File: src/rtl/elastic_stage_reg.sv
// Elastic pipeline-stage register with valid/ready handshake, optional 2-entry
// skid buffer (registered in_ready), synchronous flush and occupancy output.
module elastic_stage_reg #(
  parameter int DATA_W = 32,
  parameter int DEST_W = 4,
  parameter int SKID   = 1
) (
  input  logic              clk,
  input  logic              rst,
  input  logic              flush,
  input  logic              in_valid,
  output logic              in_ready,
  input  logic              in_wb_en,
  input  logic              in_mem_read,
  input  logic [DATA_W-1:0] in_alu_result,
  input  logic [DATA_W-1:0] in_mem_result,
  input  logic [DEST_W-1:0] in_dest,
  output logic              out_valid,
  input  logic              out_ready,
  output logic              out_wb_en,
  output logic              out_mem_read,
  output logic [DATA_W-1:0] out_alu_result,
  output logic [DATA_W-1:0] out_mem_result,
  output logic [DEST_W-1:0] out_dest,
  output logic [1:0]        occupancy
);

  typedef enum logic [1:0] {
    EMPTY     = 2'd0,
    FULL      = 2'd1,
    SKID_FULL = 2'd2
  } state_t;

  typedef struct packed {
    logic              wb_en;
    logic              mem_read;
    logic [DATA_W-1:0] alu_result;
    logic [DATA_W-1:0] mem_result;
    logic [DEST_W-1:0] dest;
  } payload_t;

  state_t   state_q, state_d;
  payload_t main_q, skid_q, in_payload;
  logic     in_fire, out_fire;
  logic     load_main_in, load_main_skid, load_skid;

  assign in_payload = '{wb_en:      in_wb_en,
                        mem_read:   in_mem_read,
                        alu_result: in_alu_result,
                        mem_result: in_mem_result,
                        dest:       in_dest};

  assign out_valid = (state_q != EMPTY);
  // With the skid buffer, in_ready comes only from the state flops so the
  // downstream ready never reaches upstream combinationally.
  assign in_ready  = (SKID != 0) ? (state_q != SKID_FULL) : (!out_valid || out_ready);
  assign in_fire   = in_valid && in_ready;
  assign out_fire  = out_valid && out_ready;
  assign occupancy = state_q;

  // NOTE: every signal assigned in always_comb gets a default first, so no
  // path leaves it unassigned and no latch is inferred.
  always_comb begin
    state_d        = state_q;
    load_main_in   = 1'b0;
    load_main_skid = 1'b0;
    load_skid      = 1'b0;
    case (state_q)
      EMPTY: begin
        if (in_fire) begin
          load_main_in = 1'b1;
          state_d      = FULL;
        end
      end
      FULL: begin
        if (in_fire && out_fire) begin
          load_main_in = 1'b1;
        end else if (in_fire && (SKID != 0)) begin
          load_skid = 1'b1;
          state_d   = SKID_FULL;
        end else if (out_fire) begin
          state_d = EMPTY;
        end
      end
      SKID_FULL: begin
        if (out_fire) begin
          load_main_skid = 1'b1;
          state_d        = FULL;
        end
      end
      default: state_d = EMPTY;
    endcase
    // Flush wins over everything; the incoming beat is dropped and payload
    // registers keep their contents.
    if (flush) begin
      state_d        = EMPTY;
      load_main_in   = 1'b0;
      load_main_skid = 1'b0;
      load_skid      = 1'b0;
    end
  end

  // NOTE: sequential state uses non-blocking assignments so every flop samples
  // the pre-edge values regardless of statement order.
  always_ff @(posedge clk or posedge rst) begin
    if (rst) state_q <= EMPTY;
    else     state_q <= state_d;
  end

  // NOTE: payload registers are reset as well so a reset mid-transfer leaves
  // no stale data visible on the outputs.
  always_ff @(posedge clk or posedge rst) begin
    if (rst) begin
      main_q <= '0;
      skid_q <= '0;
    end else begin
      if (load_main_in)        main_q <= in_payload;
      else if (load_main_skid) main_q <= skid_q;
      if (load_skid)           skid_q <= in_payload;
    end
  end

  // Control bits are gated so a bubble can never write the register file.
  assign out_wb_en      = main_q.wb_en && out_valid;
  assign out_mem_read   = main_q.mem_read && out_valid;
  assign out_alu_result = main_q.alu_result;
  assign out_mem_result = main_q.mem_result;
  assign out_dest       = main_q.dest;

endmodule

File: config.mk
export PLATFORM = sky130hd
export DESIGN_NAME = elastic_stage_reg
export DESIGN_NICKNAME = d
export VERILOG_FILES = /design/src/rtl/elastic_stage_reg.sv
export SDC_FILE = /design/constraint.sdc
export NUM_CORES = 1
export LEC_CHECK = 0
export ABC_AREA = 1
export BUFFER_PORTS_ARGS = -buffer_cell sky130_fd_sc_hd__buf_4
export CORE_UTILIZATION = 30
export CTS_BUF_LIST = sky130_fd_sc_hd__clkbuf_16
export CTS_CLUSTER_SIZE = 12
export DETAILED_ROUTE_END_ITERATION = 8
export PLACE_DENSITY_LB_ADDON = 0.1
export SYNTH_ARGS = -nofsm -noshare
export SYNTH_HDL_FRONTEND = slang
export SYNTH_SLANG_ARGS = --single-unit
File: constraint.sdc
create_clock -name clk -period 5 [get_ports clk]
set_input_delay 1 -clock clk [delete_from_list [all_inputs] [get_ports clk]]
set_output_delay 1 -clock clk [all_outputs]
set_load 0.02 [all_outputs]
==> key figures <==
Finish
  – # diodes: 0
  – Util after Layout: 37.2%
  – Non-Filler Instances: 1,124
  – Share of layout cells above drive strength 1: 22.4%
  – Layout area overhead: 21.6%
  – Total Nets Final: 912

Floorplan
  – Starting Density: 30.6%
  – Rows: 53
  – Die height: 148 um
  – DIE AREA: 0.0219 sq mm
  – Die X: 148 um
  – I/O pin cnt: 149
  – Core ar.: 0.0210 sq mm

Worst setup path
  – Critical path data arrival time: 2.78 ns
  – Critical Path End: out_alu_result[17]
  – Worst Path Required: 5.35 ns
  – Worst reg-to-reg path cell count: 6
  – RR Endpoint: out_alu_result[17]
  – Startpoint Class: primary input
  – Top cell by count, worst path: buf_4
  – Critical-path cell list: buf_4, nor2_1, nand3_4, inv_2, buf_4, nand2_1, nand3_1
  – CP Capture Type: flop
  – CP max stage cell: inv_2
  – Reg2Reg Setup Slack: 2.76 ns
  – Origin of the critical flop-to-flop path: occupancy[1]
  – Setup crit start: flush
  – Critical path class: primary input to flop
  – Worst Path Buf+Inv: 3
  – Max FO, Critical Path: 36
  – Slowest stage delay, CP: 0.55 ns
  – Worst path depth: 7
  – CP top delay family: buffers and inverters

Clocking
  – Root Driver: clkbuf_16
  – Clock Tree Buf Depth: 2
  – Postcts setup bufs: 0
  – Post_cts resized: 0
  – CTS tree: done
  – CTS clk-pin slew, worst paths: 0.06 ns
  – CTS buffer count: 17
  – # hold bufs at CTS: 0
  – Sink Count: 142
  – Worst skew pair latency: 0.41 ns
  – H-tree levels: 4

Logic synthesis
  – Share of the synthesized area in the top cell type: 55.5%
  – Yosys top cell by area: dfrtp_1
  – Ys flop type: dfrtp_1
  – Register area share after synthesis: 55.5%
  – YS warnings: 0
  – Seq cells post-synth: 142
  – Synth area leaders: dfrtp_1, nand2_1, nand3_1
  – Async SR Flop Fraction: 100%
  – Most common cell in the synthesized netlist: nand2_1
  – Post-synth EDFFs: 0
  – Syn Area/Cell: 8.29 sq um
  – Top cell types by occurrence after synthesis: nand2_1, nand3_1, dfrtp_1, buf_4, buf_2
  – Mapped Area: 0.00641 sq mm
  – Unique masters post-synth: 12
  – Synth Net Count: 848
  – Gate Count Post-Synth: 773

Min path
  – HP Class: flop to flop

Status
  – Status: completed

Detailed routing
  – DRT iter0 DRCs: 276
  – WL final: 16.8 mm
  – Routed wire per std cell: 14.9 um
  – Vias after detailed routing: 5,077
  – Number of routed nets with antenna violations: 0
  – DRC: 0
  – Vias per Instance: 4.52
  – DR pass1 iterations: 6

STA
  – Max Slew Vio Count: 0
  – Fmax: 411 MHz
  – Setup violators final: 0
  – Unrepaired setup endpoints after global routing: no
  – Hold Vio Cnt, Final: 0
  – Rel. slew slack: 30.2%
  – Total negative setup slack: 0 ns
  – Worst Tran Pin Value: 1.05 ns
  – Post-Route Skew: 0.00709 ns
  – Post-layout min period: 2.43 ns
  – Final period util: 48.6%

Power
  – Pwr Density: 488 mW/mm^2
  – Worst VDD drop: 0.235 mV
  – Static Leakage: 4.05 nW

Placement
  – Port-buffer cells: 148
  – Placed insts: 1,093
  – DP HPWL: 9.97 mm
  – GPL Wtd Cong: 0.783

Global route
  – All-Layer GR Usage: 16.0%
  – Gr ovfl total: 0
  – Number of antenna violations at the first check in global routing: 0
  – Number of global-route vias before repair: 5,086
  – Largest net degree at the start of global routing: 110
  – Global-route wire length before repair: 27.2 mm

Run
  – Number of max-cap violations: 0
worst min path at each step:
stage,from,endpoint,slack (ns),cells after the start
floorplan,skid_q[0],skid_q[0],0.44,2
global placement,skid_q[62],skid_q[62],0.45,2
detailed placement,skid_q[19],skid_q[19],0.46,2
CTS,skid_q[39],skid_q[39],0.47,2
global route,skid_q[20],skid_q[20],0.48,2
finish,skid_q[17],skid_q[17],0.47,2
flip-flops by register name, indices dropped and copies added, names as in the netlist:
register        cells
out_dest            4
out_mem_result     32
skid_q             70
main_q              2
occupancy           2
out_alu_result     32
area by class of cell:
| class | instances | area [sq um] |
|---|---|---|
| inverter | 9 | 38.8 |
| sequential | 142 | 3550 |
| multi-input combinational | 512 | 2140 |
| clock inverter | 14 | 128 |
| clock buffer | 17 | 425 |
| fill | 2216 | 13200 |
| tap | 275 | 344 |
| timing repair buffer | 155 | 1160 |
power by group:
group	switching [mW]	internal [mW]
clock	0.485	0.721
combinational	0.499	0.372
sequential	0.209	1.51
total	1.19	2.61
cell families (layout without fill, tap and decap cells):
group / count (synthesis) / after routing / synth area share (%)
buffers and inverters: 119 / 195 / 11.5
flip-flops: 142 / 142 / 55.5
AND/OR/NAND/NOR: 512 / 512 / 33.0
per-layer routing:
layer	wire, um	up-vias	GRT usage (%)
met5	0	-	0
met4	199	0	5.10
met3	844	16	3.65
met2	8330	119	27.7
met1	7410	2440	19.5
li1	-	2502	-
per-stage QoR:
step	setup slack, ns	cell area (sq um)	total power [mW]	hold slack (ns)
after detailed placement	2.13	7240	2.63	0.458
after global routing	2.42	7790	4.04	0.481
final	2.57	7790	3.80	0.468
after floorplan	0.190	6410	2.40	0.442
after CTS	2.56	7790	3.85	0.473
after global placement	2.21	7240	2.61	0.454
placed cells by master, fill, tap and decap left out:
| master | synthesis | final |
|---|---|---|
| nand2_1 | 359 | 359 |
| nand3_1 | 145 | 144 |
| inv_1 | 6 | 5 |
| buf_4 | 68 | 155 |
| inv_2 | 3 | 3 |
| bufinv_16 | 0 | 2 |
| clkbuf_16 | 0 | 17 |
| clkinv_2 | 0 | 5 |
| inv_6 | 0 | 1 |
| nor2_1 | 6 | 6 |
| nand3_4 | 0 | 2 |
| nor2_4 | 1 | 1 |
| clkinv_1 | 0 | 3 |
| dfrtp_1 | 142 | 142 |
| clkinv_4 | 0 | 1 |
| clkinvlp_4 | 0 | 3 |
worst reg2reg max path: stages, from the launching register on:
cell	delay, ns
dfrtp_1	0.46
nor2_1	0.32
nand3_4	0.12
inv_2	0.55
buf_4	0.52
nand2_1	0.12
nand3_1	0.09
No activity file was read; power rests on OpenSTA's default activity.
